### src/rtl/sub_nibble.sv
// sub_nibble: masked 4-bit S-box substitution over a 32-bit word.
// The operands are latched on a start event. One nibble is processed per cycle, LSB nibble
// first. After 8 cycles the masked result and its mask are published, together with a
// single-cycle finish pulse.
// Note: rst_n is an active-high asynchronous reset despite its name.
module sub_nibble (
  input  logic        clk,
  input  logic        rst_n,
  input  logic        start,
  input  logic [31:0] m,
  input  logic [31:0] x,
  output logic        finish,
  output logic [31:0] x_out,
  output logic [31:0] m_out
);

  typedef enum logic [1:0] {StIdle, StBusy, StDone} state_e;

  state_e      r_state;
  logic        r_start_d;
  logic [2:0]  r_cnt;
  logic [31:0] r_x;
  logic [31:0] r_m;
  logic [31:0] r_res;
  logic        r_finish;
  logic [31:0] r_x_out;
  logic [31:0] r_m_out;

  logic        w_start_evt;
  logic [4:0]  w_bit_idx;
  logic [3:0]  w_nib_x;
  logic [3:0]  w_nib_m;
  logic [3:0]  w_nib_sub;
  logic [31:0] w_res_next;

  // 4-bit substitution table
  function automatic logic [3:0] sbox(input logic [3:0] d);
    logic [3:0] s;
    unique case (d)
      4'h0: s = 4'hC;
      4'h1: s = 4'h5;
      4'h2: s = 4'h6;
      4'h3: s = 4'hB;
      4'h4: s = 4'h9;
      4'h5: s = 4'h0;
      4'h6: s = 4'hA;
      4'h7: s = 4'hD;
      4'h8: s = 4'h3;
      4'h9: s = 4'hE;
      4'hA: s = 4'hF;
      4'hB: s = 4'h8;
      4'hC: s = 4'h4;
      4'hD: s = 4'h7;
      4'hE: s = 4'h1;
      default: s = 4'h2;
    endcase
    return s;
  endfunction

  // Rising edge of start, only honoured while idle
  assign w_start_evt = start & ~r_start_d & (r_state == StIdle);

  // Substitute the current nibble and merge it into the running result
  always_comb begin
    w_bit_idx  = {r_cnt, 2'b00};
    w_nib_x    = r_x[w_bit_idx +: 4];
    w_nib_m    = r_m[w_bit_idx +: 4];
    // Unmask, substitute, then re-apply the same mask nibble
    w_nib_sub  = sbox(w_nib_x ^ w_nib_m) ^ w_nib_m;
    w_res_next = r_res;
    w_res_next[w_bit_idx +: 4] = w_nib_sub;
  end

  // Control FSM with registered outputs; start_d tracks start in every state
  always_ff @(posedge clk or posedge rst_n) begin
    if (rst_n) begin
      r_state   <= StIdle;
      r_start_d <= 1'b0;
      r_cnt     <= 3'd0;
      r_x       <= 32'd0;
      r_m       <= 32'd0;
      r_res     <= 32'd0;
      r_finish  <= 1'b0;
      r_x_out   <= 32'd0;
      r_m_out   <= 32'd0;
    end else begin
      r_start_d <= start;
      unique case (r_state)
        StIdle: begin
          if (w_start_evt) begin
            r_x     <= x;
            r_m     <= m;
            r_cnt   <= 3'd0;
            r_state <= StBusy;
          end
        end
        StBusy: begin
          r_res <= w_res_next;
          r_cnt <= r_cnt + 3'd1;
          if (r_cnt == 3'd7) begin
            // Last nibble: publish the completed word directly from the merge path
            r_x_out  <= w_res_next;
            r_m_out  <= r_m;
            r_finish <= 1'b1;
            r_state  <= StDone;
          end
        end
        StDone: begin
          r_finish <= 1'b0;
          r_state  <= StIdle;
        end
        default: begin
          r_finish <= 1'b0;
          r_state  <= StIdle;
        end
      endcase
    end
  end

  assign finish = r_finish;
  assign x_out  = r_x_out;
  assign m_out  = r_m_out;

endmodule

### config.mk
export PLATFORM = sky130hd
export DESIGN_NAME = sub_nibble
export DESIGN_NICKNAME = d
export VERILOG_FILES = /design/src/rtl/sub_nibble.sv
export SDC_FILE = /design/constraint.sdc
export NUM_CORES = 1
export LEC_CHECK = 0
export CAP_MARGIN = 10
export CORE_MARGIN = 3
export CORE_UTILIZATION = 40
export DETAILED_ROUTE_END_ITERATION = 8
export SLEW_MARGIN = 20
export SYNTH_ARGS = -nofsm -noshare
export SYNTH_HDL_FRONTEND = slang
export SYNTH_SLANG_ARGS = --single-unit
### constraint.sdc
create_clock -name clk -period 9.4 [get_ports clk]
set_input_delay 0.94 -clock clk [delete_from_list [all_inputs] [get_ports clk]]
set_output_delay 0.94 -clock clk [all_outputs]
set_load 0.005 [all_outputs]
==> run_results.csv <==
group,metric,value,unit
timing,skew,10.7,ps
global_route,antenna_found_initial,0,
global_route,grt_pass1_vias,5738,
detailed_routing,drt_iter0_markers,356,
timing,final-hold-violation-count,0,
yosys,yosysSeqAreaShare,0.549,
worst_setup_path,reg2reg_to,"r_res[18]$_DFFE_PP0P_",
detailed_routing,vias,5555,
clock_tree,clockRootBuffer,"clkbuf_16",
worst_setup_path,crit_path_start_kind,"flop",
finish,nFillCells,1589,
worst_setup_path,reg2regPathDepth,8,
clock_tree,htreeDepth,4,
clock_tree,cts_buffers,17,
job,cap_violations,0,
clock_tree,path_clk_slew,70,ps
worst_setup_path,crit_required,9680,ps
clock_tree,cts_tree,"done",
clock_tree,post_cts.repair.setup_buffers,0,
outcome,status,"complete, no violations",
worst_hold_path,hold_path_class,"reg -> reg",
die,rows,49,
global_route,grt_overflow,0,
placement,post_dp_cell_area,9070,um^2
power,clkPwrFrac,0.165,
detailed_routing,routed_wl,18.7,mm
die,core-area,18300,um^2
power,power_density,448,nW/um^2
yosys,synth_nets,769,
die,start_util,0.415,
timing,setup-tns-final,0,ps
clock_tree,holdBufCountCts,0,
placement,gp_congestion,0.825,
yosys,yosys_register_bits,167,
worst_setup_path,end_kind,"flop",
timing,rsz0062_at_grt,"no",
timing,max_slew_margin,0.324,
worst_setup_path,r2r_slack,5440,ps
placement,dp_hpwl,12.9,mm
timing,tightest_slew,1000,ps
yosys,ys_types,48,
finish,antennaDiodeCount,0,
die,fp.dieArea,20700,um^2
detailed_routing,ant_nets,0,
power,max-vdd-ir-drop,344,uV
clock_tree,clk_latency,430,ps
power,leakage,0.00429,uW
placement,portBuffers,131,
finish,drive_gt1_frac,0.156,
timing,setup_viol,0,
worst_hold_path,hp-start,"m_out[11]$_DFFE_PP0P_",
detailed_routing,drc,0,
global_route,grt.total_usage,0.189,
power,pwr-share-comb,0.532,
finish,area_growth,27.3,%
die,dieHeight,144,um
worst_hold_path,holdPathEnd,"m_out[11]$_DFFE_PP0P_",
timing,period_needed,3960,ps
die,die_w,144,um
clock_tree,clock_path_buffers,2,
die,io-pin-count,132,
timing,min_period_over_period,0.421,
global_route,grt_pass1_wl,30.7,mm
yosys,syn_area,7610,um^2
yosys,synth_cells,694,
timing,maxSlewViolCount,0,
clock_tree,cts_sinks,167,
worst_setup_path,worstPathArrival,4240,ps
power,p_int,2440,uW
yosys,avgSynthCellArea,11.0,um^2
detailed_routing,wire_per_inst,17.7,um
worst_setup_path,cp_max_fo,29,
finish,nNetsFinal,889,
worst_hold_path,holdPathStages,2,
global_route,grt_max_degree,100,
power,swShare,0.438,
yosys,ys_warn_count,0,
detailed_routing,viasPerCell,5.26,
worst_setup_path,worst-setup-path-type,"reg -> reg",
power,seqPwrFrac,0.302,
worst_setup_path,r2r-start,"r_cnt[0]$_DFFE_PP0P_",
power,power.net_switching,1900,uW
timing,max_freq,252,MHz
clock_tree,cts_resized,0,
finish,stdcell_area,9680,um^2
detailed_routing,drt_first_pass_iters,5,
==> registers in the layout (all words and copies together) (netlist names) <==
name	flops
r_x	32
finish	1
x_out	32
r_m	32
m_out	32
r_cnt	3
r_res	32
r_state	2
r_start_d	1
==> layout make-up <==
class | instances | area (um^2) | area share
clock buffers | 17 | 425 | 0.0439
multi-input cells | 483 | 3220 | 0.332
clock inverters | 15 | 183 | 0.0189
flip-flops and latches | 167 | 4180 | 0.432
repair buffers | 137 | 1360 | 0.140
inverters | 8 | 36.3 | 0.00375
well taps | 229 | 287 | 0.0296
==> power groups by stage <==
stage	clock [uW]	sequential (uW)	combinational, uW
2_1_floorplan	0	1210	1630
3_5_place_dp	0	1330	2310
5_1_grt	767	1360	2520
3_3_place_gp	0	1330	2240
6_report	718	1310	2310
4_1_cts	732	1320	2320
==> critical path, cell delays in order, from the launching register on <==
cell and delay (ps):
dfrtp_2 860, mux4_1 730, xnor2_1 210, nand2_1 70
o21a_2 160, ha_1 340, mux4_2 660, xnor2_1 570
o21ai_0 200
==> metrics by stage <==
stage / hold WS [ps] / setup WS (ps) / power, uW / instances / utilization
floorplan: 442 / 3940 / 2840 / 694 / -
global placement: 452 / 5630 / 3570 / 1024 / 0.495
CTS: 477 / 5370 / 4370 / 1056 / 0.528
global route: 513 / 5170 / 4650 / 1056 / 0.528
finish: 473 / 5440 / 4340 / 1056 / 0.528
detailed placement: 461 / 5390 / 3640 / 1024 / 0.495
==> cells in the final DEF (no fill, tap or decap), types with 5 or more instances in the layout <==
cell	synthesis	final
a21oi_1	12	12
a22oi_1	14	14
and3_1	13	13
buf_4	1	6
clkbuf_16	0	17
clkdlybuf4s50_1	0	131
dfrtp_1	167	166
ha_1	8	8
inv_8	0	5
mux2_2	64	64
mux2i_1	19	19
mux4_2	9	9
nand2_1	170	169
nand3_1	10	10
nand4_1	8	8
nor2_1	26	26
nor3_1	7	7
o21ai_0	58	57
o21ai_1	7	8
or3_1	9	9
xnor2_1	8	8
==> Yosys cell counts, drive strengths merged <==
| master | n | area [um^2] |
|---|---|---|
| and2 | 1 | 6.26 |
| o21ai | 65 | 325 |
| nor2 | 28 | 115 |
| nor3b | 2 | 15.0 |
| a21oi | 12 | 60.1 |
| o31ai | 2 | 15.0 |
| inv | 8 | 30.0 |
| nor3 | 7 | 35.0 |
| and4b | 1 | 10.0 |
| o211ai | 2 | 15.0 |
| buf | 10 | 100 |
| ha | 8 | 100 |
| or3 | 9 | 56.3 |
| o21bai | 1 | 7.51 |
| or4 | 1 | 11.3 |
| and4 | 1 | 11.3 |
| xnor2 | 8 | 70.1 |
| mux2i | 19 | 190 |
| a31oi | 1 | 21.3 |
| nand4b | 1 | 8.76 |
| nand3 | 10 | 50.1 |
| nor4b | 1 | 8.76 |
| xor2 | 4 | 35.0 |
| nor2b | 2 | 12.5 |
| nand4 | 8 | 50.1 |
| nand2b | 4 | 25.0 |
| mux4 | 13 | 308 |
| dfrtp | 167 | 4180 |
| o21a | 6 | 47.6 |
| mux2 | 64 | 721 |
| a22oi | 16 | 130 |
| clkbuf | 26 | 98.8 |
| and3 | 13 | 81.3 |
| nand2 | 170 | 638 |
| nor4 | 3 | 18.8 |
==> routing by layer <==
layer | vias to the layer above | part of all wire | global-route usage
met5 | - | 0 | 0
met2 | 158 | 0.47 | 0.299
met3 | 15 | 0.064 | 0.0516
li1 | 2657 | - | -
met1 | 2725 | 0.45 | 0.257
met4 | 0 | 0.0097 | 0.0530
==> worst max-delay path by stage <==
stage / cells past startpoint / slack (ps) / from / endpoint
after floorplan: 1 / 3940 / rst_n / finish$_DFFE_PP0P_
after global placement: 8 / 5630 / r_cnt[0]$_DFFE_PP0P_ / r_res[14]$_DFFE_PP0P_
after detailed placement: 8 / 5390 / r_cnt[0]$_DFFE_PP0P_ / r_res[18]$_DFFE_PP0P_
after CTS: 8 / 5370 / r_cnt[0]$_DFFE_PP0P_ / r_res[18]$_DFFE_PP0P_
after global routing: 10 / 5170 / r_cnt[0]$_DFFE_PP0P_ / r_res[0]$_DFFE_PP0P_
final: 8 / 5440 / r_cnt[0]$_DFFE_PP0P_ / r_res[18]$_DFFE_PP0P_
==> cells by family (layout without fill, tap and decap cells) <==
logic type,Yosys count,in the layout,share of synthesized area
and+or+nand+nor,262,262,0.152
DFF,167,167,0.549
AOI/OAI and AO/OA,105,105,0.0817
muxes,96,96,0.160
buffers and inverters,44,177,0.0301
xor gates and xnor gates,12,12,0.0138
adders and majority gates,8,8,0.0132
(Power assumes the default switching activity.)
